<file path="config.mk">
export PLATFORM = sky130hd
export DESIGN_NAME = adder_seq_ctrl
export DESIGN_NICKNAME = d
export VERILOG_FILES = /design/src/rtl/adder_seq_ctrl_pkg.sv /design/src/rtl/adder_seq_ctrl_adder16.sv /design/src/rtl/adder_seq_ctrl.sv
export SDC_FILE = /design/constraint.sdc
export NUM_CORES = 1
export LEC_CHECK = 0
export CAP_MARGIN = 25
export CORE_ASPECT_RATIO = 0.8
export CORE_MARGIN = 2
export CORE_UTILIZATION = 51
export CTS_CLUSTER_SIZE = 28
export DETAILED_ROUTE_END_ITERATION = 6
export GPL_TIMING_DRIVEN = 0
export HOLD_SLACK_MARGIN = 0.06
export PLACE_DENSITY_LB_ADDON = 0.2
export SLEW_MARGIN = 20
export SYNTH_ARGS = -nofsm -noshare
export SYNTH_HDL_FRONTEND = slang
export SYNTH_SLANG_ARGS = --single-unit
</file>
<file path="constraint.sdc">
create_clock -name clk -period 10.7 [get_ports clk]
set_input_delay 2.14 -clock clk [delete_from_list [all_inputs] [get_ports clk]]
set_output_delay 2.14 -clock clk [all_outputs]
set_load 0.01 [all_outputs]
</file>
<file path="src/rtl/adder_seq_ctrl_pkg.sv">
// Shared definitions for the multi-cycle add/subtract controller:
// FSM state encoding and default datapath widths.
package adder_seq_ctrl_pkg;

  // Controller states. Encodings are fixed so that waveforms and any
  // software-visible debug taps read the same across builds.
  typedef enum logic [1:0] {
    IDLE = 2'd0,
    RUN  = 2'd1,
    DONE = 2'd2
  } state_t;

  // Default operand width and width of the shared adder slice.
  localparam int DEF_WIDTH = 64;
  localparam int DEF_SLICE = 16;

  // Width of a slice index for n slices; never narrower than one bit so
  // a single-slice build still has a legal index register.
  function automatic int idx_bits(input int n);
    return (n > 1) ? $clog2(n) : 1;
  endfunction

endpackage

</file>
<file path="src/rtl/adder_seq_ctrl_adder16.sv">
// Ripple-carry adder slice. This is the only combinational arithmetic in
// the controller; it is instantiated once and time-shared across chunks.
module adder16 #(
  parameter int W = 16
) (
  input  logic [W-1:0] a,
  input  logic [W-1:0] b,
  input  logic         cin,
  output logic [W-1:0] sum,
  output logic         cout
);

  // carry[i] is the carry into bit i; carry[W] leaves the slice.
  logic [W:0] carry;

  assign carry[0] = cin;

  // One full adder per bit, chained through carry.
  generate
    for (genvar gi = 0; gi < W; gi++) begin : g_bit
      assign sum[gi]       = a[gi] ^ b[gi] ^ carry[gi];
      assign carry[gi + 1] = (a[gi] & b[gi]) | (a[gi] & carry[gi]) | (b[gi] & carry[gi]);
    end
  endgenerate

  assign cout = carry[W];

endmodule

</file>
<file path="src/rtl/adder_seq_ctrl.sv">
// Multi-cycle WIDTH-bit add/subtract controller. One SLICE-bit adder is
// reused for WIDTH/SLICE cycles, least-significant chunk first, with the
// inter-chunk carry held in a register. Request and result sides use
// valid/ready handshakes; the result is held until the consumer takes it.
// WIDTH must be an integer multiple of SLICE.
module adder_seq_ctrl
  import adder_seq_ctrl_pkg::*;
#(
  parameter int WIDTH = DEF_WIDTH,
  parameter int SLICE = DEF_SLICE
) (
  input  logic             clk,
  input  logic             rst_n,
  input  logic             startValid,
  output logic             startReady,
  input  logic [WIDTH-1:0] a,
  input  logic [WIDTH-1:0] b,
  input  logic             sub,
  input  logic             carryIn,
  output logic             resultValid,
  input  logic             resultReady,
  output logic [WIDTH-1:0] sum,
  output logic             carryOut,
  output logic             overflow,
  output logic             busy
);

  localparam int NSLICE = WIDTH / SLICE;
  localparam int IDXW   = idx_bits(NSLICE);
  localparam logic [IDXW-1:0] LAST_IDX = IDXW'(NSLICE - 1);

  state_t state_reg;
  state_t state_next;

  // Latched operands: b_reg already holds ~B for subtraction so the
  // slice only ever adds.
  logic [WIDTH-1:0] a_reg;
  logic [WIDTH-1:0] b_reg;
  logic [WIDTH-1:0] sum_reg;
  logic             carry_reg;
  logic             carry_out_reg;
  logic             overflow_reg;
  logic [IDXW-1:0]  idx_reg;

  logic [SLICE-1:0] slice_a;
  logic [SLICE-1:0] slice_b;
  logic [SLICE-1:0] slice_sum;
  logic             slice_cout;
  logic             last_chunk;
  logic             accept;

  // Chunk currently presented to the shared slice.
  assign slice_a    = a_reg[int'(idx_reg) * SLICE +: SLICE];
  assign slice_b    = b_reg[int'(idx_reg) * SLICE +: SLICE];
  assign last_chunk = (idx_reg == LAST_IDX);
  assign accept     = startValid && startReady;

  adder16 #(
    .W(SLICE)
  ) u_slice (
    .a   (slice_a),
    .b   (slice_b),
    .cin (carry_reg),
    .sum (slice_sum),
    .cout(slice_cout)
  );

  // State register; reset abandons any operation in flight.
  always_ff @(posedge clk) begin
    if (!rst_n) begin
      state_reg <= IDLE;
    end else begin
      state_reg <= state_next;
    end
  end

  // Next-state and handshake outputs, all decoded from the current state.
  always_comb begin
    state_next  = state_reg;
    startReady  = 1'b0;
    resultValid = 1'b0;
    busy        = 1'b0;
    case (state_reg)
      IDLE: begin
        startReady = 1'b1;
        if (startValid) begin
          state_next = RUN;
        end
      end
      RUN: begin
        busy = 1'b1;
        if (last_chunk) begin
          state_next = DONE;
        end
      end
      DONE: begin
        resultValid = 1'b1;
        if (resultReady) begin
          state_next = IDLE;
        end
      end
      default: begin
        state_next = IDLE;
      end
    endcase
  end

  // Datapath: latch operands on accept, then fill one result chunk per
  // RUN cycle. Nothing here changes in DONE, which keeps the result stable
  // under backpressure.
  always_ff @(posedge clk) begin
    if (!rst_n) begin
      a_reg         <= '0;
      b_reg         <= '0;
      sum_reg       <= '0;
      carry_reg     <= 1'b0;
      carry_out_reg <= 1'b0;
      overflow_reg  <= 1'b0;
      idx_reg       <= '0;
    end else begin
      if (accept) begin
        a_reg     <= a;
        b_reg     <= sub ? ~b : b;
        // Subtraction is A + ~B + 1; carryIn only applies to addition.
        carry_reg <= sub | carryIn;
        idx_reg   <= '0;
        sum_reg   <= '0;
      end else if (state_reg == RUN) begin
        sum_reg[int'(idx_reg) * SLICE +: SLICE] <= slice_sum;
        carry_reg <= slice_cout;
        idx_reg   <= idx_reg + 1'b1;
        if (last_chunk) begin
          carry_out_reg <= slice_cout;
          // Signed overflow: operands agree in sign but the result does
          // not. The result MSB comes straight from the slice because it
          // is being written this same cycle.
          overflow_reg  <= (a_reg[WIDTH-1] == b_reg[WIDTH-1]) &&
                           (slice_sum[SLICE-1] != a_reg[WIDTH-1]);
        end
      end
    end
  end

  assign sum      = sum_reg;
  assign carryOut = carry_out_reg;
  assign overflow = overflow_reg;

endmodule
</file>
==> results of run 1 <==
tightest hold or removal path, stage by stage, from the launching register on:
cell and delay [ns]:
dfxtp_1 0.31, nand2_1 0.05, a21oi_1 0.05
how the worst max path moves through the flow:
stage               start        to  slack, ns  cells after the start
2_1_floorplan  idx_reg[1]  overflow       3.03                     23
3_3_place_gp   idx_reg[1]  overflow       2.11                     23
3_5_place_dp   idx_reg[1]  overflow       2.09                     23
4_1_cts        idx_reg[1]  overflow       2.02                     23
5_1_grt        idx_reg[1]  overflow       1.69                     23
6_report       idx_reg[1]  overflow       1.97                     23
report_power, final:
part           total (mW)  leakage, nW  internal (mW)  switching, mW
logic               0.309         3.03          0.146          0.163
clock network       0.583        0.261          0.296          0.287
registers           0.808         1.63          0.781         0.0269
cell usage in the layout (no fill, tap or decap), drive strengths merged, types with 2 or more instances in the layout:
cell             n
nor3             2
nand2b           3
nor3b            4
a32oi           17
o211a           64
inv             49
nand3b           5
mux4            32
buf             61
clkbuf          46
nor2b            4
nand4           33
a21oi           49
dfxtp          199
a21boi          66
or3             14
ha               6
clkinv          10
xnor2           64
clkdlybuf4s50  200
nand2          247
fa              16
nor2            20
o21ai            2
per-stage QoR:
stage          setup slack [ns]  hold WS, ns  instances   util  instance area, um2
4_1_cts                    2.02        0.452       1451  0.673               12100
5_1_grt                    1.69        0.460       1452  0.673               12100
3_5_place_dp               2.09        0.443       1419  0.645               11600
3_3_place_gp               2.11        0.438       1419  0.645               11600
2_1_floorplan              3.03        0.432        989      -                9310
6_report                   1.97        0.454       1452  0.673               12100
cells by family (layout without fill, tap and decap cells):
family / after synthesis / after routing / synth area share
adder cells (fa/ha/maj): 22 / 22 / 0.0425
other: 0 / 1 / 0
XOR/XNOR: 64 / 64 / 0.0602
AO/OA/AOI/OAI: 200 / 200 / 0.168
buffers and inverters: 135 / 367 / 0.0654
flip-flops: 199 / 199 / 0.428
multiplexers: 32 / 32 / 0.0774
AND/OR/NAND/NOR: 337 / 337 / 0.159
final cells by class:
type                       instances  area, um2
fill                            1488       5880
multi-input combinational        655       4720
sequential                       199       3980
timing repair buffer             200       2000
clock buffer                      19        433
buffer                            88        433
tap                              230        288
inverter                          47        176
clock inverter                    13       82.6
antenna                            1       2.50
per-layer routing:
layer / GRT usage / up-vias
li1: - / 3819
met4: 0.0920 / 0
met5: 0 / -
met2: 0.454 / 404
met3: 0.0592 / 53
met1: 0.406 / 3927
==> summary.txt, run 1 <==
CTS
  • CTS root buf: clkbuf_16
  • Clock Latency Late Sink: 0.44 ns
  • CTS tree: done
  • Clock Sinks: 199
  • Clock buffer depth: 2
  • Clock slew at reported path FFs: 0.07 ns
  • Cts hold-fix bufs: 0
  • CTS resizes: 0
  • Max H-tree Level: 4
  • Post-CTS setup buffer count: 0
  • Inserted Clock Buffers: 17

Place
  • RD Place Congestion: 0.874
  • PortBufs: 200
  • DP HPWL: 21.3 mm

Worst setup path
  • Cell with the largest stage delay on the worst path: buf_1
  • Required time of the critical path: 11.02 ns
  • Critical Path Max Stage Delay: 0.59 ns
  • Reg2Reg Capture Point: overflow
  • Reg-to-Reg Start: idx_reg[1]
  • CP arrival: 9.05 ns
  • Type of origin of the critical path: flip-flop
  • Crit. End Element: flip-flop
  • CP delay by family, top: adder cells
  • WP buf/inv: 4
  • FF-to-FF path depth: 23
  • Worst path most repeated cell: fa_1
  • Cell Chain, Critical Path: buf_2 -> buf_1 -> mux4_2 -> fa_1 -> inv_1 -> fa_1 -> fa_1 -> fa_1 -> fa_1 -> fa_1 -> fa_1 -> fa_1 -> fa_1 -> fa_1 -> fa_1 -> fa_1 -> fa_1 -> fa_1 -> fa_1 -> inv_1 -> fa_1 -> nor3b_1 -> o311a_1
  • Reg2reg setup slack: 1.97 ns
  • WS Path Type: reg2reg
  • Peak fanout along the critical path: 10

Drt
  • Via density: 5.65
  • DRT iter0 DRCs: 578
  • WL met1: 12.2 mm
  • Routed Antenna Nets: 0
  • Final Routed Wirelength: 27.5 mm
  • DRC viols: 0
  • Pre-Repair DR Iteration Count: 5
  • Routed length per placed instance: 18.9 um
  • Met3 routed WL: 2.44 mm
  • DR vias: 8,203
  • WL met2: 12.2 mm
  • Max layer used: met4

Synthesis
  • Post-synth net total: 1,145
  • Synth cell count leaders: nand2_1 (247), dfxtp_1 (199), o211a_1 (64), xnor2_1 (64), a21boi_1 (53)
  • FF+latch count, synth: 199
  • Post-synth cell types: 35
  • Number of warnings issued by yosys: 0
  • Top-area cell type share of the netlist area: 0.428
  • Synthesized area per cell: 9.42 um2
  • Largest cells by area after synthesis: dfxtp_1 (43%), nand2_1 (10%), mux4_2 (7.7%)
  • Mapped Area: 9310 um2
  • Sequential share of the synthesized area: 0.428
  • Share of synthesized flip-flops with an asynchronous set or reset: 0
  • Number of synthesized flops with an enable pin: 0
  • Post-Syn Instances: 989
  • Most common cell in the netlist: nand2_1
  • Ys flop type: dfxtp_1
  • Synth area leader: dfxtp_1

Cells and area
  • Fraction of layout cells with a size suffix above 1: 0.102
  • Layout overhead on the synthesized area: 30.1%
  • Nets: 1,364

Global route
  • Total gr overflow: 0
  • First-pass GRT wire length: 43.4 mm
  • Tot GR Track Use: 0.291
  • Initial antenna violation count: 1
  • Pin count of the biggest net entering global routing: 17
  • Vias in the first global route: 7,938

Timing
  • Final Setup Violations: 0
  • Total negative slack: 0 ns
  • Fin crit period: 8.73 ns
  • F_max: 115 MHz
  • Final slew viol count: 0
  • Final worst-path cycle share: 0.816
  • Final hold vios: 0
  • RSZ-0062 raised after global routing: no
  • Rel. slew slack: 0.480
  • Worst-Margin Slew: 0.780 ns
  • Clock skew: 0.00759 ns

Min path
  • Worst Hold Path EP: sum[31]
  • Worst hold path startpoint: sum[31]
  • Hold Path Cell Cnt: 2
  • Worst hold path type: reg2reg

Power and ir drop
  • Pwr dens: 140 nW/um2
  • LEAKAGE: 4.92 nW
  • Peak supply drop: 0.0916 mV
  • Total power: 1.70 mW

Floorplanning
  • Die area: 19,400 um2
  • CORE AREA: 18,000 um2
  • Die W: 155 um
  • Initial Utilization: 0.517
  • Rows: 44
  • I/O pin cnt: 203
  • DIE HEIGHT: 125 um

Flow run
  • Max-cap check violation count: 0

Run status
  • Outcome: completed
Power figures use the tool's default switching activity.
==> inputs of run 2 (changes only) <==
--- a/config.mk
+++ b/config.mk
@@ -8,7 +8,7 @@
 export CAP_MARGIN = 25
 export CORE_ASPECT_RATIO = 0.8
 export CORE_MARGIN = 2
-export CORE_UTILIZATION = 51
+export CORE_UTILIZATION = 46
 export CTS_CLUSTER_SIZE = 28
 export DETAILED_ROUTE_END_ITERATION = 6
 export GPL_TIMING_DRIVEN = 0
==> constraint.sdc (replaced) <==
create_clock -name clk -period 7.5 [get_ports clk]
set_input_delay 1.5 -clock clk [delete_from_list [all_inputs] [get_ports clk]]
set_output_delay 1.5 -clock clk [all_outputs]
set_load 0.01 [all_outputs]
==> summary.txt, run 2 (synthesis results as in run 1) <==
CTS
  • Cts hold-fix bufs: 0 (unchanged)
  • Inserted Clock Buffers: 17 (unchanged)
  • Clock slew at reported path FFs: 0.06 ns (about the same)
  • CTS tree: done
  • CTS root buf: clkbuf_16
  • Clock Latency Late Sink: 0.43 ns (about the same)
  • Clock Sinks: 199 (unchanged)
  • Clock buffer depth: 2 (unchanged)
  • Max H-tree Level: 4 (unchanged)

Cells and area
  • Most common cell after layout, fill and taps aside: nand2_1
  • Nets: 1,365 (+0.073%)
  • Final design utilization: 0.621 (-0.0524)
  • Ant diodes: 0 (-1)
  • Fraction of layout cells with a size suffix above 1: 0.115 (+0.0130)
  • Commonest cells after routing, fill and taps aside: nand2_1 (247), clkdlybuf4s50_1 (200), dfxtp_1 (197), xnor2_1 (64), o211a_1 (64)
  • Layout overhead on the synthesized area: 32.4%
  • Fillcell total: 1,704 (+15%)

Worst setup path
  • WS Path Type: reg2reg
  • Required time of the critical path: 7.82 ns (-3.20 ns)
  • Peak fanout along the critical path: 10 (unchanged)
  • CP arrival: 7.62 ns (-1.43 ns)
  • Crit path from: idx_reg[1]
  • Type of origin of the critical path: flip-flop
  • Crit. End Element: flip-flop
  • Reg-to-Reg Start: idx_reg[1]

Place
  • DP HPWL: 21.5 mm (+0.96%)
  • RD Place Congestion: 0.849 (-2.8%)
  • PortBufs: 200 (unchanged)

Floorplanning
  • Die area: 21,400 um2 (+11%)
  • DIE HEIGHT: 131 um (+5.1%)
  • I/O pin cnt: 203 (unchanged)
  • Die W: 163 um (+5.2%)
  • Initial Utilization: 0.469 (-0.0483)
  • CORE AREA: 19,900 um2 (+10%)
  • Rows: 46 (+4.5%)

Power and ir drop
  • Internal Pwr Total: 1.85 mW (+51%)
  • Peak supply drop: 0.152 mV (+66%)
  • Combinational Power Share: 0.179 (-0.003)
  • Share of power burned in the clock network: 0.364 (+0.021)
  • Total power: 2.52 mW (+48%)
  • Net switching power: 0.672 mW (+41%)
  • LEAKAGE: 4.97 nW (+1.1%)
  • Sw Share: 0.266 (-0.0143)
  • Pwr dens: 205 nW/um2 (+46%)
  • Flop pwr share: 0.457 (-0.018)

Drt
  • Via density: 5.36 (-5.1%)
  • DRT iter0 DRCs: 823 (+42%)
  • Pre-Repair DR Iteration Count: 7 (+2)
  • DR vias: 7,963 (-2.9%)
  • Routed Antenna Nets: 0 (unchanged)
  • Routed length per placed instance: 18.5 um (-2.3%)
  • Final Routed Wirelength: 27.5 mm (about the same)
  • DRC viols: 0 (unchanged)

Timing
  • Fin crit period: 7.30 ns (-1.43 ns)
  • Total negative slack: 0 ns (unchanged)
  • F_max: 137 MHz (+20%)
  • RSZ-0062 raised after global routing: no
  • Hold_ws: 0.452 ns (-0.00224 ns)
  • Final hold vios: 0 (unchanged)
  • Final slew viol count: 0 (unchanged)
  • Rel. slew slack: 0.534 (+0.0540)
  • Final worst-path cycle share: 0.973 (+0.157)
  • Clock skew: 0.00986 ns (+0.00227 ns)
  • Final Setup Violations: 0 (unchanged)
  • Worst-Margin Slew: 0.697 ns (-0.0826 ns)

Global route
  • First-pass GRT wire length: 42.5 mm (-1.9%)
  • Tot GR Track Use: 0.259 (-0.0319)
  • Pin count of the biggest net entering global routing: 17 (unchanged)
  • Initial antenna violation count: 0 (-1)
  • Total gr overflow: 0 (unchanged)
  • Vias in the first global route: 7,693 (-3.1%)

Min path
  • Worst hold path type: reg2reg
  • Worst hold path startpoint: a_reg[45]

Flow run
  • Max-cap check violation count: 0 (unchanged)

Run status
  • Outcome: completed
## run 2: power by group through the flow
stage                     Sequential (mW)  Clock, mW  Combinational, mW
final                                1.15      0.918              0.451
after global routing                 1.16      0.966              0.487
after CTS                            1.15      0.919              0.447
after detailed placement             1.17          0              0.439
after global placement               1.17          0              0.433
after floorplan                      1.16          0              0.258
## run 2: worst max-delay path, stage by stage (launching register included)
cell and delay, ns:
dfxtp_4 0.36, buf_8 0.14, buf_12 0.15, mux4_2 0.25, fa_1 0.17, inv_1 0.05
fa_2 0.35, fa_2 0.35, fa_1 0.39, fa_2 0.36, fa_2 0.36, fa_2 0.37
fa_2 0.36, fa_1 0.38, fa_1 0.39, fa_2 0.36, fa_2 0.35, fa_2 0.35
fa_2 0.35, fa_2 0.34, inv_1 0.10, fa_2 0.45, nor3b_1 0.16, o311a_1 0.29
## run 2: path summary, 6_finish.rpt
kind,depth (start not counted),to,slack [ns]
max,23,overflow,0.20
min,2,a_reg[45],0.45
max reg2reg,23,overflow,0.20
min reg2reg,2,a_reg[45],0.45
## run 2: final cells by class
cell class                      instances  area, um2  area share
Buffer                                 88        479      0.0389
Clock buffer                           27        533      0.0432
Clock inverter                          5       58.8     0.00477
Inverter                               47        176      0.0143
Multi-Input combinational cell        655       4750       0.385
Sequential cell                       199       3990       0.324
Tap cell                              264        330      0.0268
Timing Repair Buffer                  201       2010       0.163
## run 2: per-layer routing
metal  global-route usage  up-vias  routed length (um)  part of all wire
li1                     -     3816                   -                 -
met1                0.374     3773               12500              0.46
met4               0.0531        0                 264            0.0096
met3               0.0496       19                2330             0.085
met2                0.405      355               12400              0.45
met5                    0        -                   0                 0
## run 2: per-stage QoR
step,cells,worst slack (ns),area [um2]
finish,1486,0.200,12300
global route,1486,0.0120,12300
detailed placement,1453,-0.835,11700
CTS,1486,0.0471,12300
floorplan,989,0.000834,9320
global placement,1453,-0.771,11700
## run 2: what timing repair did
| item | 4_1_cts | 5_1_grt |
|---|---|---|
| resized for setup | 21 | 6 |
| hold endpoints to repair | 0 | 0 |
| pin swaps | 1 | 0 |
| setup buffers | 1 | 0 |
| cloned | 0 | 0 |
| endpoints found under the setup margin | 11 | 5 |
==> inputs of run 3 (changes only) <==
--- a/config.mk
+++ b/config.mk
@@ -11,6 +11,7 @@
 export CORE_UTILIZATION = 46
 export CTS_CLUSTER_SIZE = 28
 export DETAILED_ROUTE_END_ITERATION = 6
+export GPL_ROUTABILITY_DRIVEN = 1
 export GPL_TIMING_DRIVEN = 0
 export HOLD_SLACK_MARGIN = 0.06
 export PLACE_DENSITY_LB_ADDON = 0.2
==> results of run 3 <==
The final DEF is identical to that of run 2; final timing and power are the same.
==> patch, RTL diff (settings of run 2) <==
The 3 states of `state_t` get a one-hot encoding in 3 bits.
--- a/src/rtl/adder_seq_ctrl_pkg.sv
+++ b/src/rtl/adder_seq_ctrl_pkg.sv
@@ -4,10 +4,10 @@
 
   // Controller states. Encodings are fixed so that waveforms and any
   // software-visible debug taps read the same across builds.
-  typedef enum logic [1:0] {
-    IDLE = 2'd0,
-    RUN  = 2'd1,
-    DONE = 2'd2
+  typedef enum logic [2:0] {
+    IDLE = 3'b001,
+    RUN  = 3'b010,
+    DONE = 3'b100
   } state_t;
 
   // Default operand width and width of the shared adder slice.
Function: same outputs for any inputs over 4 cycles, from zero or initial values and one cycle with rst_n low; so few cycles prove little.
==> patch against run 2 <==
Synthesized area down 4.6%; cell area down 3.1%; cell count down 2.4%; total power up 1.6%; setup slack better by 0.0068 ns; first-iteration DRC count down 22%; sequential cell count up 1; wire length down 0.29%; count of clock-buffer cells in the layout down 7; critical endpoint unchanged; largest cell class unchanged; highest routed layer unchanged.
==> patch: results (changes against run 2) <==
[timing]
relSlewSlack_pct=48.4  ; -5.0 points
skew_ns=0.0148  ; +0.00497 ns

[detailed_routing]
drtPass1Iterations=5  ; -2
met1_length_um=12400  ; -1.0%
drt_iter0_drc=640  ; -22%
met3_length_um=2380  ; +2.2%
wl_per_cell_um=18.9  ; +2.2%
wl_um=27400  ; -0.29%

[setup_path]
cp.arrival_ns=7.65  ; +0.03 ns
slowest_stage=fa_1

[global_route]
grt_pass1_wl_um=42200  ; -0.76%
met1_usage_pct=38.6  ; +1.2 points
grt_use_met3_pct=5.51  ; +0.56 points
grt_pass1_vias=7577  ; -1.5%
antenna_found_initial=1  ; +1

[power]
powerClk_uw=996  ; +8.5%
ir_drop_v=0.000122  ; -20%
p_int_mw=1.89  ; +2.0%
p_per_area_nw_per_um2=214  ; +4.8%

[placement]
dp_hpwl_um=20500  ; -4.7%
port_buffers=201  ; +0.50%
place.gp.congestion=0.886  ; +4.3%

[synth]
synth-seq-cells=200  ; +0.50%
syn_nets=1114  ; -2.7%
synth_cell_types=37  ; +5.7%
syn-mean-instance-area_um2=9.28  ; -1.5%
synth_common_cells=dfxtp_1 (200), nand2_1 (182), a21oi_1 (119)

[layout]
layout-drive-gt1-share_pct=9.40  ; -2.1 points
fin_nets=1336  ; -2.1%

[hold_path]
min_to=sum[59]
hold_path_startpoint=sum[59]

[status]
status=complete, no violations

[clock_network]
clk_latency_ns=0.45  ; +0.02 ns

[patch: cell count changes after synthesis, moves of 11 or more]
cell and delta:
buf_2 -38, a21boi_1 -53, a211oi_1 +64, clkbuf_1 +28, nor2_1 +47, a21oi_1 +70
nand4_1 -33, a32oi_1 -17, nand2_1 -65, o211a_1 -64, a21boi_0 -13, inv_1 -11
or3_1 +34
[patch: final cells by class]
type	instances	share of cell area, %
clock inverter	11	1.41
clock buffer	20	3.90
sequential	200	33.5
buffer	80	3.21
multi-input combinational	640	37.1
inverter	37	1.16
tap	258	2.70
timing repair buffer	204	17.0
[patch: per-stage QoR]
stage / cell area (µm²) / setup WS [ns] / hold slack (ns)
2_1_floorplan: 8900 / 0.0259 / 0.433
6_report: 12000 / 0.207 / 0.452
3_3_place_gp: 11200 / -0.500 / 0.439
4_1_cts: 11900 / 0.0225 / 0.455
5_1_grt: 12000 / -0.0181 / 0.466
3_5_place_dp: 11200 / -0.561 / 0.446
[patch: cells by family after synthesis]
group                    after synthesis  synth area share (%)
AND/OR/NAND/NOR                      318                  15.9
AO/OA/AOI/OAI                        204                  14.8
flip-flops                           200                  45.0
buffers and inverters                118                  5.45
XOR/XNOR                              64                  6.31
multiplexers                          32                  8.11
adder cells (fa/ha/maj)               22                  4.45
[patch: worst max path at each step]
stage          startpoint        to  slack (ns)
2_1_floorplan  idx_reg[0]  overflow        0.03
3_3_place_gp   idx_reg[1]  overflow       -0.50
3_5_place_dp   idx_reg[1]  overflow       -0.56
4_1_cts        idx_reg[0]  overflow        0.02
5_1_grt        idx_reg[1]  overflow       -0.02
6_report       idx_reg[1]  overflow        0.21
[patch: what timing repair did]
action | 4_1_cts | 5_1_grt
buffers inserted | 0 | 2
gates resized for setup | 15 | 11
pin swaps | 3 | 6
setup endpoints to repair | 10 | 5
